File: config.mk
export PLATFORM = sky130hd
export DESIGN_NAME = alu_word_seq
export DESIGN_NICKNAME = d
export VERILOG_FILES = /design/src/rtl/alu_pkg.sv /design/src/rtl/alu181_slice.sv /design/src/rtl/alu_word_seq.sv
export SDC_FILE = /design/constraint.sdc
export NUM_CORES = 1
export LEC_CHECK = 0
export CAP_MARGIN = 20
export CORE_ASPECT_RATIO = 1.25
export CORE_UTILIZATION = 30
export CTS_CLUSTER_SIZE = 10
export DETAILED_ROUTE_END_ITERATION = 8
export PLACE_DENSITY = 0.57
export SLEW_MARGIN = 25
export SYNTH_ARGS = -nofsm -noshare
export SYNTH_HDL_FRONTEND = slang
export SYNTH_SLANG_ARGS = --single-unit
File: constraint.sdc
create_clock -name clk -period 4.5 [get_ports clk]
set_input_delay 0.9 -clock clk [delete_from_list [all_inputs] [get_ports clk]]
set_output_delay 0.9 -clock clk [all_outputs]
set_load 0.05 [all_outputs]
File: src/rtl/alu_pkg.sv
// Shared types and constants for the nibble-serial word ALU.
package alu_pkg;

    // Sequencer states: wait for a request, ripple nibbles, present result.
    typedef enum logic [1:0] {
        ST_IDLE = 2'd0,
        ST_RUN  = 2'd1,
        ST_DONE = 2'd2
    } state_t;

    // 74181 function selects for the common operations.
    localparam logic [3:0] S_ADD  = 4'b1001;  // m=0: A plus B plus carry
    localparam logic [3:0] S_SUB  = 4'b0110;  // m=0: A minus B minus 1 plus carry
    localparam logic [3:0] S_XOR  = 4'b0110;  // m=1: A xor B
    localparam logic [3:0] S_AND  = 4'b1011;  // m=1: A and B
    localparam logic [3:0] S_OR   = 4'b1110;  // m=1: A or B
    localparam logic [3:0] S_NOTA = 4'b0000;  // m=1: not A

endpackage

File: src/rtl/alu181_slice.sv
// Combinational 4-bit 74181-style slice, active-high data, active-low carries.
module alu181_slice (
    input  logic [3:0] s,
    input  logic       m,
    input  logic       ci_n,
    input  logic [3:0] a,
    input  logic [3:0] b,
    output logic [3:0] f,
    output logic       co_n
);

    logic [3:0] p;
    logic [3:0] g;
    logic [3:0] c;
    logic       cin;

    // Per-bit propagate/generate: arithmetic result is p + g + carry, and g implies p.
    always_comb begin
        p    = a | (b & {4{s[0]}}) | (~b & {4{s[1]}});
        g    = (a & ~b & {4{s[2]}}) | (a & b & {4{s[3]}});
        cin  = ~ci_n;
        // Full lookahead carries into each bit position.
        c[0] = cin;
        c[1] = g[0] | (p[0] & cin);
        c[2] = g[1] | (p[1] & g[0]) | (p[1] & p[0] & cin);
        c[3] = g[2] | (p[2] & g[1]) | (p[2] & p[1] & g[0]) | (p[2] & p[1] & p[0] & cin);
        co_n = ~(g[3] | (p[3] & g[2]) | (p[3] & p[2] & g[1]) | (p[3] & p[2] & p[1] & g[0])
                 | (p[3] & p[2] & p[1] & p[0] & cin));
        // Logic mode ignores carries; the half-sum is inverted to give the 74181 logic table.
        f    = m ? ~(p ^ g) : (p ^ g ^ c);
    end

endmodule

File: src/rtl/alu_word_seq.sv
// Word ALU that sequences one alu181_slice over WIDTH/4 nibbles, LSB first.
module alu_word_seq #(
    parameter int WIDTH = 16
) (
    input  logic             clk,
    input  logic             rst_n,
    input  logic             in_valid,
    output logic             in_ready,
    input  logic [3:0]       s,
    input  logic             m,
    input  logic             ci_n,
    input  logic [WIDTH-1:0] a,
    input  logic [WIDTH-1:0] b,
    output logic             out_valid,
    input  logic             out_ready,
    output logic [WIDTH-1:0] y,
    output logic             co_n,
    output logic             zero
);
    import alu_pkg::*;

    localparam int NIB  = WIDTH / 4;
    localparam int IDXW = (NIB > 1) ? $clog2(NIB) : 1;
    localparam logic [IDXW-1:0] LAST_IDX = IDXW'(NIB - 1);

    state_t            state_reg;
    state_t            state_next;
    logic [3:0]        s_reg;
    logic              m_reg;
    logic [WIDTH-1:0]  a_reg;
    logic [WIDTH-1:0]  b_reg;
    logic              carry_reg;
    logic [IDXW-1:0]   idx_reg;
    logic [WIDTH-1:0]  y_reg;
    logic              accept;

    logic [3:0]        a_nib [NIB];
    logic [3:0]        b_nib [NIB];
    logic [3:0]        slice_f;
    logic              slice_co_n;

    // Split the latched operands into nibble lanes for the index mux.
    generate
        for (genvar gi = 0; gi < NIB; gi++) begin : g_nib
            assign a_nib[gi] = a_reg[4*gi +: 4];
            assign b_nib[gi] = b_reg[4*gi +: 4];
        end
    endgenerate

    alu181_slice u_slice (
        .s    (s_reg),
        .m    (m_reg),
        .ci_n (carry_reg),
        .a    (a_nib[idx_reg]),
        .b    (b_nib[idx_reg]),
        .f    (slice_f),
        .co_n (slice_co_n)
    );

    // State register.
    always_ff @(posedge clk or negedge rst_n) begin
        if (!rst_n) begin
            state_reg <= ST_IDLE;
        end else begin
            state_reg <= state_next;
        end
    end

    // Next-state and handshake outputs; no request is taken outside IDLE.
    always_comb begin
        state_next = state_reg;
        in_ready   = 1'b0;
        out_valid  = 1'b0;
        accept     = 1'b0;
        case (state_reg)
            ST_IDLE: begin
                in_ready = 1'b1;
                if (in_valid) begin
                    accept     = 1'b1;
                    state_next = ST_RUN;
                end
            end
            ST_RUN: begin
                if (idx_reg == LAST_IDX) begin
                    state_next = ST_DONE;
                end
            end
            ST_DONE: begin
                out_valid = 1'b1;
                if (out_ready) begin
                    state_next = ST_IDLE;
                end
            end
            default: state_next = ST_IDLE;
        endcase
    end

    // Datapath: latch the request, then write one nibble and ripple the carry per RUN cycle.
    always_ff @(posedge clk or negedge rst_n) begin
        if (!rst_n) begin
            s_reg     <= '0;
            m_reg     <= 1'b0;
            a_reg     <= '0;
            b_reg     <= '0;
            carry_reg <= 1'b1;
            idx_reg   <= '0;
            y_reg     <= '0;
        end else if (accept) begin
            s_reg     <= s;
            m_reg     <= m;
            a_reg     <= a;
            b_reg     <= b;
            carry_reg <= ci_n;
            idx_reg   <= '0;
            y_reg     <= '0;
        end else if (state_reg == ST_RUN) begin
            y_reg[idx_reg*4 +: 4] <= slice_f;
            if (!m_reg) begin
                carry_reg <= slice_co_n;
            end
            idx_reg <= idx_reg + IDXW'(1);
        end
    end

    // Carry-out only reflects the ripple for a finished arithmetic result.
    assign y    = y_reg;
    assign co_n = (state_reg == ST_DONE && !m_reg) ? carry_reg : 1'b1;
    assign zero = (state_reg == ST_DONE) && (y_reg == '0);

endmodule

==> reports/qor.yml <==
run_status: "completed"
syn_to_final_growth_pct: 36.3
vias: 2201
netlist_instances: 305
synth_seq_cells: 58
syn-cell-area_um2: 2820
io_pins: 62
gp_congestion: 0.823
crit_path_start_kind: "register"
drive_gt1_frac: 0.0916
async_flop_share: 1.00
port_buffers: 61
min_from: "b_reg[3]$_DFFE_PN0P_"
routedWlPerCell_um: 12.7
vdd.ir_drop.worst_v: 0.000294
clock_skew_ns: 0.00637
die_x_um: 88.7
leakagePower_nw: 1.78
grt_overflow: 0
fmax_mhz: 324
cts_inserted_buffers: 9
setup_viol: 0
r2r_slack_ns: 1.77
path_class: "register to output port"
met2_length_mm: 3.00
synth.avg_cell_area_um2: 9.24
cts_resized: 0
fin_crit_sh: 0.685
place_hpwl_mm: 4.57
track_usage: 0.145
postCtsHoldBufs: 0
crit_fanout: 3
worst_pin_slew_ns: 0.799
clock_path_buffers: 2
synth-edff-count: 0
cts_htree_levels: 3
final_util: 0.421
clock_latency_ns: 0.32
syn_nets: 352
wl_met1_mm: 2.96
r2r_start: "idx_reg[0]$_DFFE_PN0P_"
drv_cap: 0
total_power_mw: 3.25
r2r_cells: 6
critPathArrivalTime_ns: 2.18
hp-class: "register to register"
synthFlopType: "dfrtp_1"
synth_mux_area_frac: 0.0945
synthAdderAreaFrac: 0.0222
synth_compound_area_frac: 0.0763
cts_sinks: 58
die_area_um2: 9790
vias_per_cell: 4.46
synthDistinctLibCells: 40
rsz0062_at_grt: "false"
synth-xor-area-share: 0.0178
powerDensity_nw_per_um2: 845
hold_viol: 0
hold-path-cell-count: 2
chipHeight_um: 110
fin_nets: 414
routed.top_layer: "met4"
startpoint: "y[0]$_DFFE_PN0P_"
ys_seq_area_frac: 0.515
ant_nets: 0
cp-end-kind: "output port"
post-route-drc-count: 0
start_util: 0.309
wl_met3_um: 216
synth-simple-area-share: 0.243
clk_pin_slew_ns: 0.05
worst_ep_required_time_ns: 3.60
antenna_found_initial: 0
cts_tree: "yes"
yosysWarnings: 0
synth_top_family_by_area: "simple AND/OR/NAND/NOR gates"
cp-endpoint: "zero"
cts-root-buf: "clkbuf_16"
grt_max_degree: 59
drtIter0Drc: 78
period_minus_slack_ns: 3.08
finalWirelength_mm: 6.27
grt_pass1_wl_mm: 10.5
rows: 39
grt_pass1_vias: 2221
antenna_cells: 0
finalMaxSlewViolations: 0
timing.setup.tns_ns: 0
cts_setup_buffers: 0
first_pass_iters: 4
max-slew-margin-rel: 0.467
fp.coreArea_um2: 9130
rr_endpoint: "y[5]$_DFFE_PN0P_"
cells by family (layout without fill, tap and decap cells):
| family | after synthesis | after routing |
|---|---|---|
| xor gates and xnor gates | 4 | 4 |
| and+or+nand+nor | 167 | 167 |
| DFF | 58 | 58 |
| adders and majority gates | 5 | 5 |
| muxes | 16 | 16 |
| buffers and inverters | 19 | 85 |
| AOI/OAI and AO/OA | 36 | 36 |
cells in the final DEF, fill, tap and decap left out, types with 5 or more instances in the layout:
cell type / Yosys / final
clkbuf_16: 0 / 9
o21ai_0: 10 / 10
inv_1: 6 / 6
o21ai_1: 13 / 13
ha_1: 5 / 5
mux2i_1: 5 / 5
a21oi_1: 5 / 5
nor2_1: 13 / 13
mux4_2: 8 / 8
clkdlybuf4s50_1: 0 / 60
nand2b_1: 5 / 5
nand2_1: 131 / 131
dfrtp_1: 57 / 57
power breakdown:
part | internal [mW] | total [mW] | switching [mW]
Sequential | 0.761 | 0.975 | 0.215
Combinational | 0.647 | 1.58 | 0.938
Clock | 0.468 | 0.685 | 0.216
stage by stage:
stage / worst slack [ns] / instance area (µm²) / std cells / hold slack [ns]
floorplan: 1.42 / 2820 / 305 / 0.440
global placement: 1.74 / 3540 / 479 / 0.454
detailed placement: 1.72 / 3540 / 479 / 0.461
CTS: 1.37 / 3840 / 494 / 0.474
global route: 1.29 / 3840 / 494 / 0.496
finish: 1.42 / 3840 / 494 / 0.470
area by class of cell:
class | count | area (µm²)
fill | 929 | 5280
sequential | 58 | 1450
multi-input combinational | 228 | 1280
timing repair buffer | 64 | 628
clock buffer | 13 | 270
tap | 123 | 154
clock inverter | 2 | 35.0
inverter | 6 | 22.5
worst min-delay path by stage:
stage                                       end  slack (ns)
after CTS                  b_reg[7]$_DFFE_PN0P_        0.47
after floorplan           a_reg[10]$_DFFE_PN0P_        0.44
after global placement     a_reg[2]$_DFFE_PN0P_        0.45
after global routing       b_reg[5]$_DFFE_PN0P_        0.50
final                      b_reg[3]$_DFFE_PN0P_        0.47
after detailed placement   b_reg[7]$_DFFE_PN0P_        0.46
worst max-delay path: stages (launching register included):
cell             delay (ns)
dfrtp_1                0.38
or4_1                  0.52
nor3_1                 0.14
clkdlybuf4s50_1        0.82
routing by layer:
metal  vias up  GRT usage
met4         0     0.0599
met1      1010      0.179
met2        50      0.238
li1       1132          -
met3         9     0.0402
met5         -          0
Yosys cell counts (all sizes together) (5+ instances only):
cell type,instances,area (µm²)
nand2b,5,31.3
nand2,131,492
nor2,14,55.1
clkbuf,10,37.5
inv,6,22.5
dfrtp,57,1430
o21ai,24,124
mux4,8,180
a21oi,5,25.0
ha,5,62.6
mux2i,6,63.8
(Power assumes the default switching activity.)
